==> config.mk <==
export PLATFORM = sky130hd
export DESIGN_NAME = clk_div_ctrl
export DESIGN_NICKNAME = d
export VERILOG_FILES = /design/src/rtl/clk_div_ctrl.sv
export SDC_FILE = /design/constraint.sdc
export NUM_CORES = 1
export LEC_CHECK = 0
export CORE_ASPECT_RATIO = 1.5
export CORE_MARGIN = 3
export CORE_UTILIZATION = 25
export DETAILED_ROUTE_END_ITERATION = 10
export GPL_ROUTABILITY_DRIVEN = 0
export HOLD_SLACK_MARGIN = 0.12
export PLACE_DENSITY_LB_ADDON = 0.3
export SLEW_MARGIN = 20
export SYNTH_ARGS = -nofsm -noshare
export SYNTH_HDL_FRONTEND = slang
export SYNTH_SLANG_ARGS = --single-unit
==> constraint.sdc <==
create_clock -name clk -period 2.45 [get_ports clk]
set_clock_uncertainty 0.1 [all_clocks]
set_input_delay 0.245 -clock clk [delete_from_list [all_inputs] [get_ports clk]]
set_output_delay 0.245 -clock clk [all_outputs]
set_load 0.03 [all_outputs]
==> src/rtl/clk_div_ctrl.sv <==
// rtl/clk_div_ctrl.sv - run-time controller for a toggle-type divide-by-N clock divider
//
// Purpose:
//   Owns the half-period counter and the divided output. Division starts and
//   stops cleanly: a stop request always lets the current high half and the
//   following low half run to full length. A new divisor arrives over a
//   valid/ready port and is applied only at a period boundary (falling edge of
//   div_out, or while idle), so div_out never shows a runt pulse.
//
// Ports:
//   clk        in   1      clock
//   rst        in   1      asynchronous, active-low reset
//   en         in   1      level request: 1 = run divider, 0 = stop after full period
//   cfg_valid  in   1      new divisor offered
//   cfg_n      in   CNT_W  offered divisor (half-period length in clk cycles)
//   cfg_ready  out  1      controller can accept a divisor (= !busy)
//   cfg_err    out  1      1-cycle pulse: accepted cfg_n was 0, discarded
//   div_out    out  1      divided output, period 2*cur_n, 50% duty
//   running    out  1      1 when not idle
//   busy       out  1      a divisor is pending, not yet applied

module clk_div_ctrl #(
  parameter int          CNT_W     = 16,
  parameter int unsigned N_DEFAULT = 7
) (
  input  logic             clk,
  input  logic             rst,
  input  logic             en,
  input  logic             cfg_valid,
  input  logic [CNT_W-1:0] cfg_n,
  output logic             cfg_ready,
  output logic             cfg_err,
  output logic             div_out,
  output logic             running,
  output logic             busy
);

  localparam logic [CNT_W-1:0] N_RST   = CNT_W'(N_DEFAULT);
  localparam logic [CNT_W-1:0] CNT_ONE = CNT_W'(1);

  typedef enum logic [1:0] {
    IDLE = 2'd0,
    RUN  = 2'd1,
    STOP = 2'd2
  } state_t;

  state_t           state;
  logic [CNT_W-1:0] cnt;
  logic [CNT_W-1:0] cur_n;
  logic [CNT_W-1:0] pend_n;
  logic             pending;

  logic term;          // last cycle of the current half period
  logic accept;        // handshake completes this cycle
  logic accept_ok;     // handshake with a usable (non-zero) divisor
  logic to_idle;       // STOP finishing its low half with no new run request
  logic apply_now;     // pending divisor becomes the current divisor
  logic direct_apply;  // divisor accepted while idle together with en rising

  assign term      = (state != IDLE) && (cnt == cur_n);
  assign accept    = cfg_valid && !pending;
  assign accept_ok = accept && (cfg_n != '0);
  assign to_idle   = (state == STOP) && term && !div_out && !en;

  // A pending divisor is applied while idle, or on the terminal cycle that
  // ends a high half (the falling edge), so a whole period always uses one
  // divisor. Leaving STOP for IDLE is also a period boundary.
  assign apply_now = pending && ((state == IDLE) || (term && (div_out || to_idle)));

  // Accept and en rise in the same idle cycle: the new divisor must already be
  // in force on the first RUN cycle, so it bypasses the pending register.
  assign direct_apply = accept_ok && (state == IDLE) && en;

  assign busy      = pending;
  assign cfg_ready = !pending;
  assign running   = (state != IDLE);

  always_ff @(posedge clk or negedge rst) begin
    if (!rst) begin
      state   <= IDLE;
      cnt     <= CNT_ONE;
      cur_n   <= N_RST;
      pend_n  <= N_RST;
      pending <= 1'b0;
      div_out <= 1'b0;
      cfg_err <= 1'b0;
    end else begin
      // Zero divisor is consumed by the handshake but never stored.
      cfg_err <= accept && (cfg_n == '0);

      // Accept and apply are mutually exclusive: accept needs pending=0,
      // apply needs pending=1.
      if (accept_ok) begin
        if (direct_apply) begin
          cur_n <= cfg_n;
        end else begin
          pend_n  <= cfg_n;
          pending <= 1'b1;
        end
      end

      if (apply_now) begin
        cur_n   <= pend_n;
        pending <= 1'b0;
      end

      case (state)
        IDLE: begin
          div_out <= 1'b0;
          cnt     <= CNT_ONE;
          if (en) begin
            state <= RUN;
          end
        end

        RUN, STOP: begin
          // Counting never pauses in STOP; only the final low-half terminal
          // cycle suppresses the toggle and drops back to IDLE.
          if (term) begin
            cnt <= CNT_ONE;
            if (!to_idle) begin
              div_out <= ~div_out;
            end
          end else begin
            cnt <= cnt + CNT_ONE;
          end

          // Re-raising en in STOP resumes RUN with no phase change.
          if (en) begin
            state <= RUN;
          end else if (to_idle) begin
            state <= IDLE;
          end else begin
            state <= STOP;
          end
        end

        default: begin
          state   <= IDLE;
          div_out <= 1'b0;
          cnt     <= CNT_ONE;
        end
      endcase
    end
  end

endmodule
==> After elaboration in Yosys (flattened, before gate mapping) <==
Cells that the tools add are included.
{ "op_classes": {"eq_ne": 7, "n_bitwise": 2, "n_reduce_logical": 27, "add_sub_neg": 1, "mux": 15} }
{ "ops": {"columns": ["operator", "n"], "rows": [
  ["two-way mux 16 bit", 5],
  ["adder 16 x 1 -> 16 bit (second input constant)", 1],
  ["== test 16 bit", 1],
  ["logical NOT 16 bit", 1],
  ["nonzero test 16 bit", 1],
  ["logical AND 1 bit", 11],
  ["inequality test 2 bit (second input constant)", 4],
  ["AND reduction 2 bit", 4],
  ["two-way mux 1 bit", 6],
  ["two-way mux 2 bit", 3],
  ["nonzero test 2 bit", 3],
  ["case mux 2 bit (2 select lines)", 1],
  ["logical NOT 1 bit", 3],
  ["== test 2 x 1 -> 1 bit (second input constant)", 1],
  ["== test 2 bit (second input constant)", 1],
  ["logical NOT 2 bit", 1],
  ["logical OR 1 bit", 2],
  ["inverter 1 bit", 2],
  ["OR reduction 2 bit", 1]
]} }
{ "word_totals": {"out_inout_bits": 5, "regBits": 53, "in_bits": 20, "wordCells": 59} }

==> Logic depth before layout (Yosys ltp) <==
{ "logic_depth": {"ltp_word": 11, "ltp_mapped": 9, "mapped_depth_nobuf": 7} }

==> Worst setup path after synthesis <==
OpenSTA, ideal clock, no wires.
{ "synth_timing": {"kind": "reg-to-reg", "startpoint": "register state[0]", "endpoint": "register cur_n[11]", "t_arrival_ps": 2238, "n_path_buf": 2, "slack_ps": -14, "path_stages_with_launch": 10, "setup_time_ps": 126, "required_ps": 2224, "cell_sequence": "dfrtp_1 > inv_1 > ha_1 > buf_6 > a21o_1 > or4_4 > nor4_4 > a211oi_2 > buf_6 > a221o_1"} }
{ "synth_via": {"elab_chain_cells": 11, "word_cells_on_any_way": 17, "classes_between": "eq/ne: 1; mux: 1; reduce/logical: 15"} }
{ "synth_lines": {"columns": ["element", "line", "text"], "rows": [
  ["from (decl)", "47", "state_t state;"],
  ["from (signal assigned)", "80", "state <= IDLE;"],
  ["from (signal assigned)", "112", "state <= RUN;"],
  ["from (signal assigned)", "130", "state <= RUN;"],
  ["nonzero test 2 bit", "60", "assign term = (state != IDLE) && (cnt == cur_n);"],
  ["logical AND 1 bit", "60", null],
  ["logical AND 1 bit (3 in a row)", "63", "assign to_idle = (state == STOP) && term && !div_out && !en;"],
  ["logical OR 1 bit", "68", "assign apply_now = pending && ((state == IDLE) || (term && (div_out || to_idle)));"],
  ["logical AND 1 bit", "68", null],
  ["logical OR 1 bit", "68", null],
  ["logical AND 1 bit", "68", null],
  ["nonzero test 2 bit (no source line)", null, null],
  ["AND reduction 2 bit (no source line)", null, null],
  ["to (signal assigned)", "95", "cur_n <= cfg_n;"],
  ["to (signal assigned)", "103", "cur_n <= pend_n;"],
  ["to (decl)", "49", "logic [CNT_W-1:0] cur_n;"]
]} }
Parallel ways exist; a longest one is shown, timed or not.
A chain may end at the register's enable or synchronous reset.

==> Worst setup path after layout <==
{ "layout_timing": {"startpoint": "register state[0]", "endpoint": "register cur_n[3]"} }
Same word-level chain as after synthesis.

==> metrics.yaml <==
hold_path:
  min_path_type: "in -> async"
timing:
  slew_headroom_pct: 70.10
  worst_pin_slew_ns: 0.4444
  worst_hold_slack_ns: 0.3605
  slew_violations: 0
  setup_ws_ns: 0.1002
  fin_setup_tns_ns: 0
  post-route-min-period_ns: 2.350
  fin_crit_sh_pct: 95.91
  setup_violations: 0
  fmax_ghz: 0.4256
  hold_violations: 0
  rsz0062_at_grt: "no"
route:
  drtIter0Drc: 136
  vias_per_cell: 4.893
  vias: 1874
  drc_errors: 0
  ant_nets: 0
  wire_per_inst_um: 15.43
  detail_route.first_pass.iterations: 5
  finalWirelength_um: 5908
clock_tree:
  htree_levels: 2
  cts.path.max_buffers: 2
  cts-root-buf: "clkbuf_16"
  clkTransAtPathRegs_ns: 0.07
  clock_latency_ns: 0.30
  numCtsBuffers: 5
  cts_setup_buffers: 0
  tritoncts: "yes"
  clock_sinks: 53
floorplan:
  die_h_um: 130.6
  coreArea_mm2: 0.009910
  ios: 25
  fp.dieW_um: 89.09
  initial_utilization_pct: 26.12
  die_area_mm2: 0.01164
  fp-row-count: 44
synth:
  yosysMostFrequentCell: "dfrtp_1"
  netlist-cell-type-count: 40
  synth_cells: 226
  syn_nets: 250
  synth_seq_area_share_pct: 51.57
  synth_area_leaders: "dfrtp_1 (44%), dfstp_2 (7.1%), mux2_2 (7.0%), xnor2_1 (5.1%), a221o_1 (3.9%)"
  avgSynthCellArea_um2: 11.45
  yosysTopAreaCellShare_pct: 44.47
  synth-warning-count: 0
  ys.flop_type: "dfrtp_1"
  ys_async_sr_fraction_pct: 100.0
  synth_edf_count: 0
  synthTopCellsByCount: "dfrtp_1 (46), nor2_1 (21), and2_1 (16), mux2_2 (16), xnor2_1 (15)"
  yosysTopAreaCell: "dfrtp_1"
  ys_ff_latch: 53
  syn_area_mm2: 0.002589
place:
  dp_worst_setup_slack_ns: 0.03757
  numPortBuffers: 24
  placed_area_mm2: 0.003109
  dp.cells: 374
  dp_hpwl_um: 4392
status:
  status: "completed"
critical_path:
  critPathMaxFanout: 16
  critPathMaxStageDelay_ns: 0.54
  criticalPathCategory: "reg -> reg"
  crit_path_start_kind: "register"
  crit_family: "simple AND/OR/NAND/NOR gates"
  critPathCaptureType: "register"
  path_cells: "inv_1 > ha_1 > a21o_1 > or4_4 > nor4_4 > a211oi_4 > buf_12 > a221o_2"
  path_buf_inv: 2
  critPathRequiredTime_ns: 2.53
  cp.arrival_ns: 2.43
  crit_slowest_cell: "or4_4"
grt:
  grt_pass1_wl_um: 9804
  grt.total_usage_pct: 11.12
  grt_pass1_vias: 1959
  antenna_found_initial: 0
  grt-ovfl-total: 0
  grt_max_degree: 54
finish:
  fillers: 1019
  nNetsFinal: 291
  fin_cells: 383
  seqCellArea_mm2: 0.001335
  design_area_mm2: 0.003296
  multi_input_area_mm2: 0.001164
  drive_gt1_share_pct: 22.01
  area_growth_pct: 27.31
  antenna_cells: 0
  finish.utilization_pct: 33.26
flow_run:
  drv_cap: 0
pwr:
  leakagePower_nw: 1.386
  ir_drop_v: 0.0005954
  cellPowerDensity_mw_per_mm2: 1156
  p_total_mw: 3.811
state kept, by name, summed over array words and instances (netlist names):
register and flops:
busy 1, cfg_err 1, cnt 16, cur_n 16, div_out 1, pend_n 16
state 2
layout make-up:
cell class	instances	area share, %
Sequential cell	53	40.51
Clock buffer	6	4.214
Clock inverter	2	1.139
Tap cell	115	4.366
Timing Repair Buffer	41	12.98
Inverter	13	1.481
Multi-Input combinational cell	153	35.31
worst min-delay path: stages:
cell and delay [ns]:
dlygate4sd3_1 0.52, buf_2 0.12, buf_12 0.26
kinds of logic (layout without fill, tap and decap cells):
family	after synthesis	after routing	synth area share, %
adder cells (fa/ha/maj)	4	4	1.933
AND/OR/NAND/NOR	80	80	17.21
XOR/XNOR	24	24	8.120
multiplexers	16	16	6.960
buffers and inverters	20	62	3.770
AO/OA/AOI/OAI	29	29	10.44
flip-flops	53	53	51.57
metal layers:
layer / routed length, um / global-route usage [%] / part of all wire [%] / vias to the layer above
met2: 3054 / 18.37 / 52 / 31
met4: 359 / 9.202 / 6.1 / 0
met3: 102 / 1.255 / 1.7 / 20
met1: 2391 / 12.56 / 40 / 933
li1: - / - / - / 890
met5: 0 / 0 / 0 / -
what timing repair did:
item	4_1_cts	5_1_grt
hold endpoints to repair	52	0
hold buffers	1	0
gates resized for setup	0	0
path summary, 6_finish.rpt:
path                                start        end  slack, ns  depth (start not counted)
min in group clk                pend_n[5]   cur_n[5]       0.41                          1
max in group asynchronous             rst     cnt[0]       1.58                          3
worst min register to register  pend_n[5]   cur_n[5]       0.41                          1
worst min-delay path                  rst  pend_n[8]       0.36                          3
worst max register to register   state[0]   cur_n[3]       0.10                          8
worst max-delay path             state[0]   cur_n[3]       0.10                          8
cells in the final DEF (no fill, tap or decap), drive strengths merged, types with 3 or more instances in the layout:
master and count:
a221o 16, and2 16, and3 3, buf 17, clkbuf 6, clkdlybuf4s50 23, dfrtp 46, dfstp 7
ha 4, inv 13, mux2 16, nand2 8, nand3 8, nand4 8, nor2 21, nor4 6
xnor2 15, xor2 9
power by group:
group | leakage, nW | switching, mW | internal [mW]
Clock | 0.0831 | 0.327 | 0.510
Sequential | 0.661 | 0.241 | 1.24
Combinational | 0.642 | 0.699 | 0.798
Total | 1.39 | 1.27 | 2.54
Note: power is estimated with default switching activity, not from simulation.
